--- config.mk ---
export PLATFORM = sky130hd
export DESIGN_NAME = pix_word_unpacker_flat
export DESIGN_NICKNAME = d
export VERILOG_FILES = /design/src/rtl/pix_word_unpacker_if.sv /design/src/rtl/pix_word_unpacker.sv /design/src/flat_wrapper.sv
export SDC_FILE = /design/constraint.sdc
export NUM_CORES = 1
export LEC_CHECK = 0
export BUFFER_PORTS_ARGS = -buffer_cell sky130_fd_sc_hd__buf_4
export CAP_MARGIN = 10
export CORE_AREA = 2 2 275 277
export DETAILED_ROUTE_END_ITERATION = 12
export DIE_AREA = 0 0 277 279
export PLACE_DENSITY = 0.76
export SLEW_MARGIN = 40
export SYNTH_ARGS = -nofsm -noshare
export SYNTH_HDL_FRONTEND = slang
export SYNTH_SLANG_ARGS = --single-unit
--- constraint.sdc ---
create_clock -name pixel_clk -period 11.8 [get_ports pixel_clk]
set_input_delay 0 -clock pixel_clk [delete_from_list [all_inputs] [get_ports pixel_clk]]
set_output_delay 0 -clock pixel_clk [all_outputs]
set_load 0.005 [all_outputs]
--- src/rtl/pix_word_unpacker_if.sv ---
// Word-stream handshake carrying 256-bit grey pattern words into the pixel unpacker.
interface pix_word_unpacker_if;
    logic [255:0] in_data;
    logic         in_valid;
    logic         in_ready;

    modport master (output in_data, output in_valid, input in_ready);
    modport slave  (input in_data, input in_valid, output in_ready);
endinterface

--- src/rtl/pix_word_unpacker.sv ---
// Buffers 256-bit grey words in a small FIFO and emits one byte per active-video cycle.
// Optional macro PIX_UNPACK_UNDERFLOW_CNT_EN adds a saturating per-frame underflow cycle counter.
module pix_word_unpacker #(
    parameter int         FIFO_DEPTH   = 4,
    parameter logic [7:0] FILL_GREY    = 8'h00,
    parameter bit         VS_ACTIVE_HI = 1'b1
) (
    input  logic                          pixel_clk,
    input  logic                          reset_n,
    pix_word_unpacker_if.slave            in_if,
    input  logic                          pixel_hs,
    input  logic                          pixel_vs,
    input  logic                          pixel_de,
    output logic                          frame_start,
    output logic                          out_hs,
    output logic                          out_vs,
    output logic                          out_de,
    output logic [7:0]                    out_r,
    output logic [7:0]                    out_g,
    output logic [7:0]                    out_b,
    output logic                          underflow,
`ifdef PIX_UNPACK_UNDERFLOW_CNT_EN
    output logic [15:0]                   underflow_cnt,
`endif
    output logic [$clog2(FIFO_DEPTH):0]   fifo_level
);
    localparam int              AW       = $clog2(FIFO_DEPTH);
    localparam logic [AW:0]     LVL_FULL = FIFO_DEPTH[AW:0];

    logic [255:0]  mem [FIFO_DEPTH];
    logic [AW-1:0] wptr, rptr;
    logic [4:0]    byte_idx;
    logic          vs_act, vs_act_q, vs_edge;
    logic          empty, wr, pop, uf_cycle;
    logic [255:0]  head;
    logic [7:0]    grey;

    assign empty          = (fifo_level == '0);
    assign in_if.in_ready = (fifo_level != LVL_FULL);
    assign wr             = in_if.in_valid & in_if.in_ready;
    assign head           = mem[rptr];
    assign uf_cycle       = pixel_de & empty;

    assign vs_act  = VS_ACTIVE_HI ? pixel_vs : ~pixel_vs;
    assign vs_edge = vs_act & ~vs_act_q;

    // A frame restart throws away a partly shown head word so the new frame starts word-aligned.
    assign pop = ~empty & ((pixel_de & (byte_idx == 5'd31)) | (vs_edge & (byte_idx != 5'd0)));

    always_comb begin
        grey = 8'h00;
        if (pixel_de)
            grey = empty ? FILL_GREY : head[8*byte_idx +: 8];
    end

    always_ff @(posedge pixel_clk) begin
        if (wr)
            mem[wptr] <= in_if.in_data;
    end

    always_ff @(posedge pixel_clk or negedge reset_n) begin
        if (!reset_n) begin
            wptr       <= '0;
            rptr       <= '0;
            fifo_level <= '0;
        end else begin
            if (wr)
                wptr <= wptr + 1'b1;
            if (pop)
                rptr <= rptr + 1'b1;
            case ({wr, pop})
                2'b10:   fifo_level <= fifo_level + 1'b1;
                2'b01:   fifo_level <= fifo_level - 1'b1;
                default: fifo_level <= fifo_level;
            endcase
        end
    end

    always_ff @(posedge pixel_clk or negedge reset_n) begin
        if (!reset_n) begin
            byte_idx    <= '0;
            vs_act_q    <= 1'b0;
            frame_start <= 1'b0;
            underflow   <= 1'b0;
            out_hs      <= 1'b0;
            out_vs      <= 1'b0;
            out_de      <= 1'b0;
            out_r       <= '0;
            out_g       <= '0;
            out_b       <= '0;
        end else begin
            vs_act_q    <= vs_act;
            frame_start <= vs_edge;
            out_hs      <= pixel_hs;
            out_vs      <= pixel_vs;
            out_de      <= pixel_de;
            out_r       <= grey;
            out_g       <= grey;
            out_b       <= grey;
            if (vs_edge)
                byte_idx <= '0;
            else if (pixel_de && !empty)
                byte_idx <= byte_idx + 5'd1;
            // Clear has priority over a same-cycle set.
            if (vs_edge)
                underflow <= 1'b0;
            else if (uf_cycle)
                underflow <= 1'b1;
        end
    end

`ifdef PIX_UNPACK_UNDERFLOW_CNT_EN
    always_ff @(posedge pixel_clk or negedge reset_n) begin
        if (!reset_n)
            underflow_cnt <= '0;
        else if (vs_edge)
            underflow_cnt <= '0;
        else if (uf_cycle && underflow_cnt != 16'hFFFF)
            underflow_cnt <= underflow_cnt + 16'd1;
    end
`endif
endmodule

--- src/flat_wrapper.sv ---
// flat-port wrapper written by rule: the top's interface ports become plain ports
module pix_word_unpacker_flat 
#(
    parameter int         FIFO_DEPTH   = 4,
    parameter logic [7:0] FILL_GREY    = 8'h00,
    parameter bit         VS_ACTIVE_HI = 1'b1
)
  (pixel_clk, reset_n, pixel_hs, pixel_vs, pixel_de, frame_start, out_hs, out_vs, out_de, out_r, out_g, out_b, underflow, fifo_level, in_if_in_data, in_if_in_valid, in_if_in_ready);
  pix_word_unpacker_if in_if_i ();
  input  logic pixel_clk;
  input  logic reset_n;
  input  logic pixel_hs;
  input  logic pixel_vs;
  input  logic pixel_de;
  output logic frame_start;
  output logic out_hs;
  output logic out_vs;
  output logic out_de;
  output logic [7:0] out_r;
  output logic [7:0] out_g;
  output logic [7:0] out_b;
  output logic underflow;
  output logic [$clog2(FIFO_DEPTH):0] fifo_level;
  input wire logic [$bits(in_if_i.in_data)-1:0] in_if_in_data;
  input wire logic [$bits(in_if_i.in_valid)-1:0] in_if_in_valid;
  output wire logic [$bits(in_if_i.in_ready)-1:0] in_if_in_ready;
  assign in_if_i.in_data = in_if_in_data;
  assign in_if_i.in_valid = in_if_in_valid;
  assign in_if_in_ready = in_if_i.in_ready;
  pix_word_unpacker #(.FIFO_DEPTH(FIFO_DEPTH), .FILL_GREY(FILL_GREY), .VS_ACTIVE_HI(VS_ACTIVE_HI)) u_core (.pixel_clk(pixel_clk), .reset_n(reset_n), .in_if(in_if_i), .pixel_hs(pixel_hs), .pixel_vs(pixel_vs), .pixel_de(pixel_de), .frame_start(frame_start), .out_hs(out_hs), .out_vs(out_vs), .out_de(out_de), .out_r(out_r), .out_g(out_g), .out_b(out_b), .underflow(underflow), .fifo_level(fifo_level));
endmodule
Yosys cells after proc, flatten, opt, wreduce, memory -nomap -nowiden
Memories as Yosys holds them, arrays and structs flattened.
Cells that the tools add are included.

word-level totals
  register bits = 25
  RAM bits = 1024
  input port bits = 262
  memories = 1
  latch bits = 0
  bits in read-only memories = 0

memory list
  memory      depth  width  rd ports  clocked after Yosys merged registers in  wr ports  RTL line                 source
  u_core.mem  4      256    1         0                                        1         pix_word_unpacker.sv:30  logic [255:0] mem [FIFO_DEPTH];

cells by class
  div/mod/pow operators = 0
  order comparisons = 0
  equality and inequality tests = 4
  $mul = 0
  reductions and logical operators = 7
  muxes and demuxes = 9
  shift-type cells = 1
  add/subtract/negate cells = 5
  bitwise logic cells = 9

operators by type and width
  cell                   count
  $shiftx A256 B9 Y8     1
  $mux W8                2
  $mux W5                2
  $and A1 B1 Y1          6
  $pmux W3 S2            1
  $reduce_bool A2 Y1     3
  $add A5 B1 Y5 const B  1
  $eq A5 B5 Y1 const B   1
  $reduce_bool A5 Y1     1
  $add A2 B1 Y2 const B  2
  $mux W1                4
  $add A3 B1 Y3 const B  1
  $logic_not A3 Y1       1
  $ne A3 B3 Y1 const B   1
  $sub A3 B1 Y3 const B  1
  $eq A2 B1 Y1 const B   1
  $eq A2 B2 Y1 const B   1
  $not A1 Y1             2
  $logic_and A1 B1 Y1    1
  $logic_not A1 Y1       1
  $or A1 B1 Y1           1

Longest topological paths before layout
  word-level depth = 7
  mapped depth = 15
  depth with buffers taken out = 11

Worst setup path before layout
No wires, ideal clock.

  path kind = flip-flop to flip-flop
  start point = register u_core.fifo_level[0]
  end point = memory u_core.mem[0][0], enable pin
  stages on the path, launching flop included = 4
  slack = 4595 ps
  buffers on the path = 0
  arrival time = 6554 ps
  path through = dfrtp_1 inv_1 nand3_1 and3_1

between the ends
  cells in the longest elaborated chain, start to end = 4

RTL lines
  item                           RTL line                 source
  from (decl)                    pix_word_unpacker.sv:25  output logic [$clog2(FIFO_DEPTH):0] fifo_level
  from (signal assigned)         pix_word_unpacker.sv:72  2'b10: fifo_level <= fifo_level + 1'b1;
  from (signal assigned)         pix_word_unpacker.sv:73  2'b01: fifo_level <= fifo_level - 1'b1;
  from (signal assigned)         pix_word_unpacker.sv:74  default: fifo_level <= fifo_level;
  $ne A3 B3 Y1                   pix_word_unpacker.sv:39  assign in_if.in_ready = (fifo_level != LVL_FULL);
  net in_if_in_ready             flat_wrapper.sv:26       output wire logic [$bits(in_if_i.in_ready)-1:0] in_if_in_ready;
  $and A1 B1 Y1                  pix_word_unpacker.sv:40  assign wr = in_if.in_valid & in_if.in_ready;
  $mux W1                        pix_word_unpacker.sv:57  if (wr)
  $mux W1 (implied by the code)  pix_word_unpacker.sv:58  mem[wptr] <= in_if.in_data;
  to (decl)                      pix_word_unpacker.sv:30

The timed path passes the listed nets, and every way through them passes these cells.

Worst setup path after layout
  start point = register u_core.rptr[0]
  end point = register u_core.out_r[7]

between the ends
  cells in the longest elaborated chain, start to end = 4

RTL lines
  item                    RTL line                 source
  from (decl)             pix_word_unpacker.sv:31  logic [AW-1:0] wptr, rptr;
  from (signal assigned)  pix_word_unpacker.sv:70  rptr <= rptr + 1'b1;
  $mem_v2 Z4 W256         -
  $shiftx A256 B9 Y8      pix_word_unpacker.sv:53  grey = empty ? FILL_GREY : head[8*byte_idx +: 8];
  $mux W8                 pix_word_unpacker.sv:53
  $mux W8                 pix_word_unpacker.sv:52  if (pixel_de)
  net u_core.grey[7]      pix_word_unpacker.sv:36  logic [7:0] grey;
  to (signal assigned)    pix_word_unpacker.sv:97  out_r <= grey;
  to (decl)               pix_word_unpacker.sv:18  output logic [7:0] out_r,

The timed path passes the listed nets, and every way through them passes these cells.
A chain may end at the register's enable or synchronous reset.

==> flow_metrics.env <==
export IMPL_nets=2791
export IMPL_cellPowerDensity_nw_per_um2=233
export IMPL_fmax_mhz=240
export IMPL_ant_nets=0
export IMPL_synthDistinctLibCells=52
export IMPL_post_route_cell_area_sq_um=49900
export IMPL_finalHoldViolations=0
export IMPL_cts_setup_buffers=0
export IMPL_worst_setup_path_type="reg2reg"
export IMPL_critical_path_required_ps=12340
export IMPL_synthFlopType="edfxtp_1"
export IMPL_root_buffer="clkbuf_16"
export IMPL_final_cell_mix="1024 x edfxtp_1, 311 x buf_4, 263 x dlygate4sd3_1"
export IMPL_synth_edff_count=1024
export IMPL_syn_inst=1939
export IMPL_rsz0062_at_grt="false"
export IMPL_gr_total_overflow=0
export IMPL_critical_path_top_delay_family="buffers and inverters"
export IMPL_routed_wl_um=97200
export IMPL_synth_simple_area_share=0.0214
export IMPL_io_buffers=294
export IMPL_cpPeakStageDelay_ps=730
export IMPL_path_clk_slew_ps=60
export IMPL_muxShareOfSynthArea=0.145
export IMPL_vias=21500
export IMPL_fin_cells=3590
export IMPL_critPathLaunchType="flop"
export IMPL_cts_made_buffers=104
export IMPL_drive_gt1_frac=0.264
export IMPL_htree_num_levels=3
export IMPL_placedCellCount=3115
export IMPL_ys_ff_latch=1049
export IMPL_rr_worst_depth=9
export IMPL_area_growth_pct=22.9
export IMPL_clock_path_buffers=3
export IMPL_synth_avg_cell_area_sq_um=20.9
export IMPL_crit_buf_inv=3
export IMPL_drt_pass1_iter_count=5
export IMPL_mostFrequentLayoutCell="edfxtp_1"
export IMPL_cp_slowest_cell="dfrtp_4"
export IMPL_worstSkewPairLatency_ps=680
export IMPL_via_per_inst=5.98
export IMPL_start_util=0.547
export IMPL_cts_sinks=1049
export IMPL_end_kind="flop"
export IMPL_finalSetupViolations=0
export IMPL_finClkSkew_ps=45.1
export IMPL_cts_tree="done"
export IMPL_placement_cell_area_sq_um=43600
export IMPL_place_gp_congestion=0.777
export IMPL_outcome="finished clean"
export IMPL_synthArstFlopShare=0.0238
export IMPL_path_cells="buf_6 -> buf_12 -> buf_16 -> mux4_2 -> nor2b_1 -> a2111oi_2 -> a311oi_1 -> a211oi_1 -> nor3_1"
export IMPL_fin_util=0.673
export IMPL_ys_seq_area_frac=0.774
export IMPL_grt_max_degree=138
export IMPL_fp_row_count=100
export IMPL_grt_pass1_wl_um=142000
export IMPL_syn_area_sq_um=40600
export IMPL_post_route_min_period_ps=4170
export IMPL_die_x_um=277
export IMPL_grt_use_total=0.251
export IMPL_fillers=4643
export IMPL_syn_nets=2210
export IMPL_arrival_ps=4710
export IMPL_synth_warnings=0
export IMPL_timing_setup_tns_ps=0
export IMPL_power_leakage_uw=0.0172
export IMPL_drv_cap=0
export IMPL_irDropWorstVdd_mv=0.192
export IMPL_core_area_sq_um=74100
export IMPL_grt_pass1_vias=22200
export IMPL_synth_compound_area_share=0.0334
export IMPL_dp_hpwl_um=57900
export IMPL_synth_top_family_by_area="multiplexers"
export IMPL_drcViolationCount=0
export IMPL_die_area_sq_um=77300
export IMPL_wire_per_inst_um=27.1
export IMPL_die_h_um=279
export IMPL_whs_path_depth=2
export IMPL_cp_depth=9
export IMPL_antenna_found_initial=26
export IMPL_yosys_area_share_xor_xnor=0.00194
export IMPL_worst_pin_slew_ps=806
export IMPL_slew_violations=0
export IMPL_drt_iter0_drc=2081
export IMPL_path_max_fanout=63
export IMPL_synth_adder_area_share=0.00296
export IMPL_min_path_type="in2reg"
export IMPL_num_io_pins=295
export IMPL_min_period_over_period=0.353
export IMPL_multiInputGateArea_sq_um=8350
export IMPL_register_area_sq_um=31400
export IMPL_slew_headroom=0.463
power breakdown:
part           leakage (uW)  switching, uW  internal [uW]  total [uW]
logic               0.00579           1840           1350        3190
registers           0.00969            225           4910        5130
clock network       0.00168           1360           1930        3280
total                0.0172           3420           8180       11600
state kept, by name, summed over array words and instances (netlist names):
signal and cells:
u_core.byte_idx 5, u_core.fifo_level 3, u_core.frame_start 1, u_core.mem 1024
u_core.out_de 1, u_core.out_hs 1, u_core.out_r 8, u_core.out_vs 1
u_core.rptr 2, u_core.underflow 1, u_core.wptr 2
stage by stage:
step	hold slack, ps	total power (uW)	worst slack, ps
floorplan	-296	7560	4590
finish	61.4	11600	7630
detailed placement	-14.5	8270	7220
global placement	-21.2	8130	6770
global route	58.1	12000	7350
CTS	37.7	11600	7240
logic make-up after synthesis:
family,after synthesis
flops,1049
fa+ha+maj,9
compound gates,194
xor+xnor,9
simple gates,175
buf+inv,131
mux,372
metal layers:
metal / routed length (um) / vias up / global-route usage
met3: 8120 / 162 / 0.0614
met2: 49700 / 963 / 0.424
met4: 2520 / 26 / 0.0829
li1: - / 9210 / -
met5: 169 / - / 0
met1: 36700 / 11100 / 0.324
cell usage after synthesis (6+ instances only):
master / number / share of area
clkbuf_1: 29 / 0.0027
nor2_1: 20 / 0.0019
nand3_1: 42 / 0.0052
mux2i_1: 200 / 0.049
a22oi_1: 84 / 0.016
and3_1: 6 / 0.00093
buf_6: 26 / 0.0072
a22o_1: 8 / 0.0017
buf_4: 27 / 0.0050
inv_1: 8 / 0.00074
ha_1: 8 / 0.0025
a21oi_1: 52 / 0.0064
nand2_1: 55 / 0.0051
mux4_2: 171 / 0.095
nor2b_1: 11 / 0.0017
dfrtp_1: 25 / 0.015
edfxtp_1: 1024 / 0.76
o21ai_0: 6 / 0.00074
buf_2: 33 / 0.0041
nand4_1: 7 / 0.0011
a31oi_1: 15 / 0.0023
nor3_1: 12 / 0.0015
worst paths after layout:
kind	from	endpoint	slack, ps
worst max-delay path	u_core.rptr[0]	u_core.out_r[7]	7630
worst min-delay path	in_if_in_data[191]	u_core.mem[1][191]	60
worst max register to register	u_core.rptr[0]	u_core.out_r[7]	7630
worst min register to register	u_core.underflow	u_core.underflow	510
max in group asynchronous	reset_n	u_core.rptr[0]	11170
min in group asynchronous	reset_n	u_core.fifo_level[0]	410
final cells by class:
| class | instances | share of cell area |
|---|---|---|
| Clock inverter | 54 | 0.0120 |
| Sequential cell | 1049 | 0.630 |
| Clock buffer | 138 | 0.0566 |
| Antenna cell | 15 | 0.000753 |
| Inverter | 9 | 0.000678 |
| Multi-Input combinational cell | 759 | 0.167 |
| Timing Repair Buffer | 597 | 0.109 |
| Tap cell | 969 | 0.0243 |
repair_timing:
item | in CTS | in global routing
endpoints found under the hold margin | 1084 | 0
gates resized for setup | 0 | 0
hold buffers | 264 | 0
No activity file was read; power rests on OpenSTA's default activity.
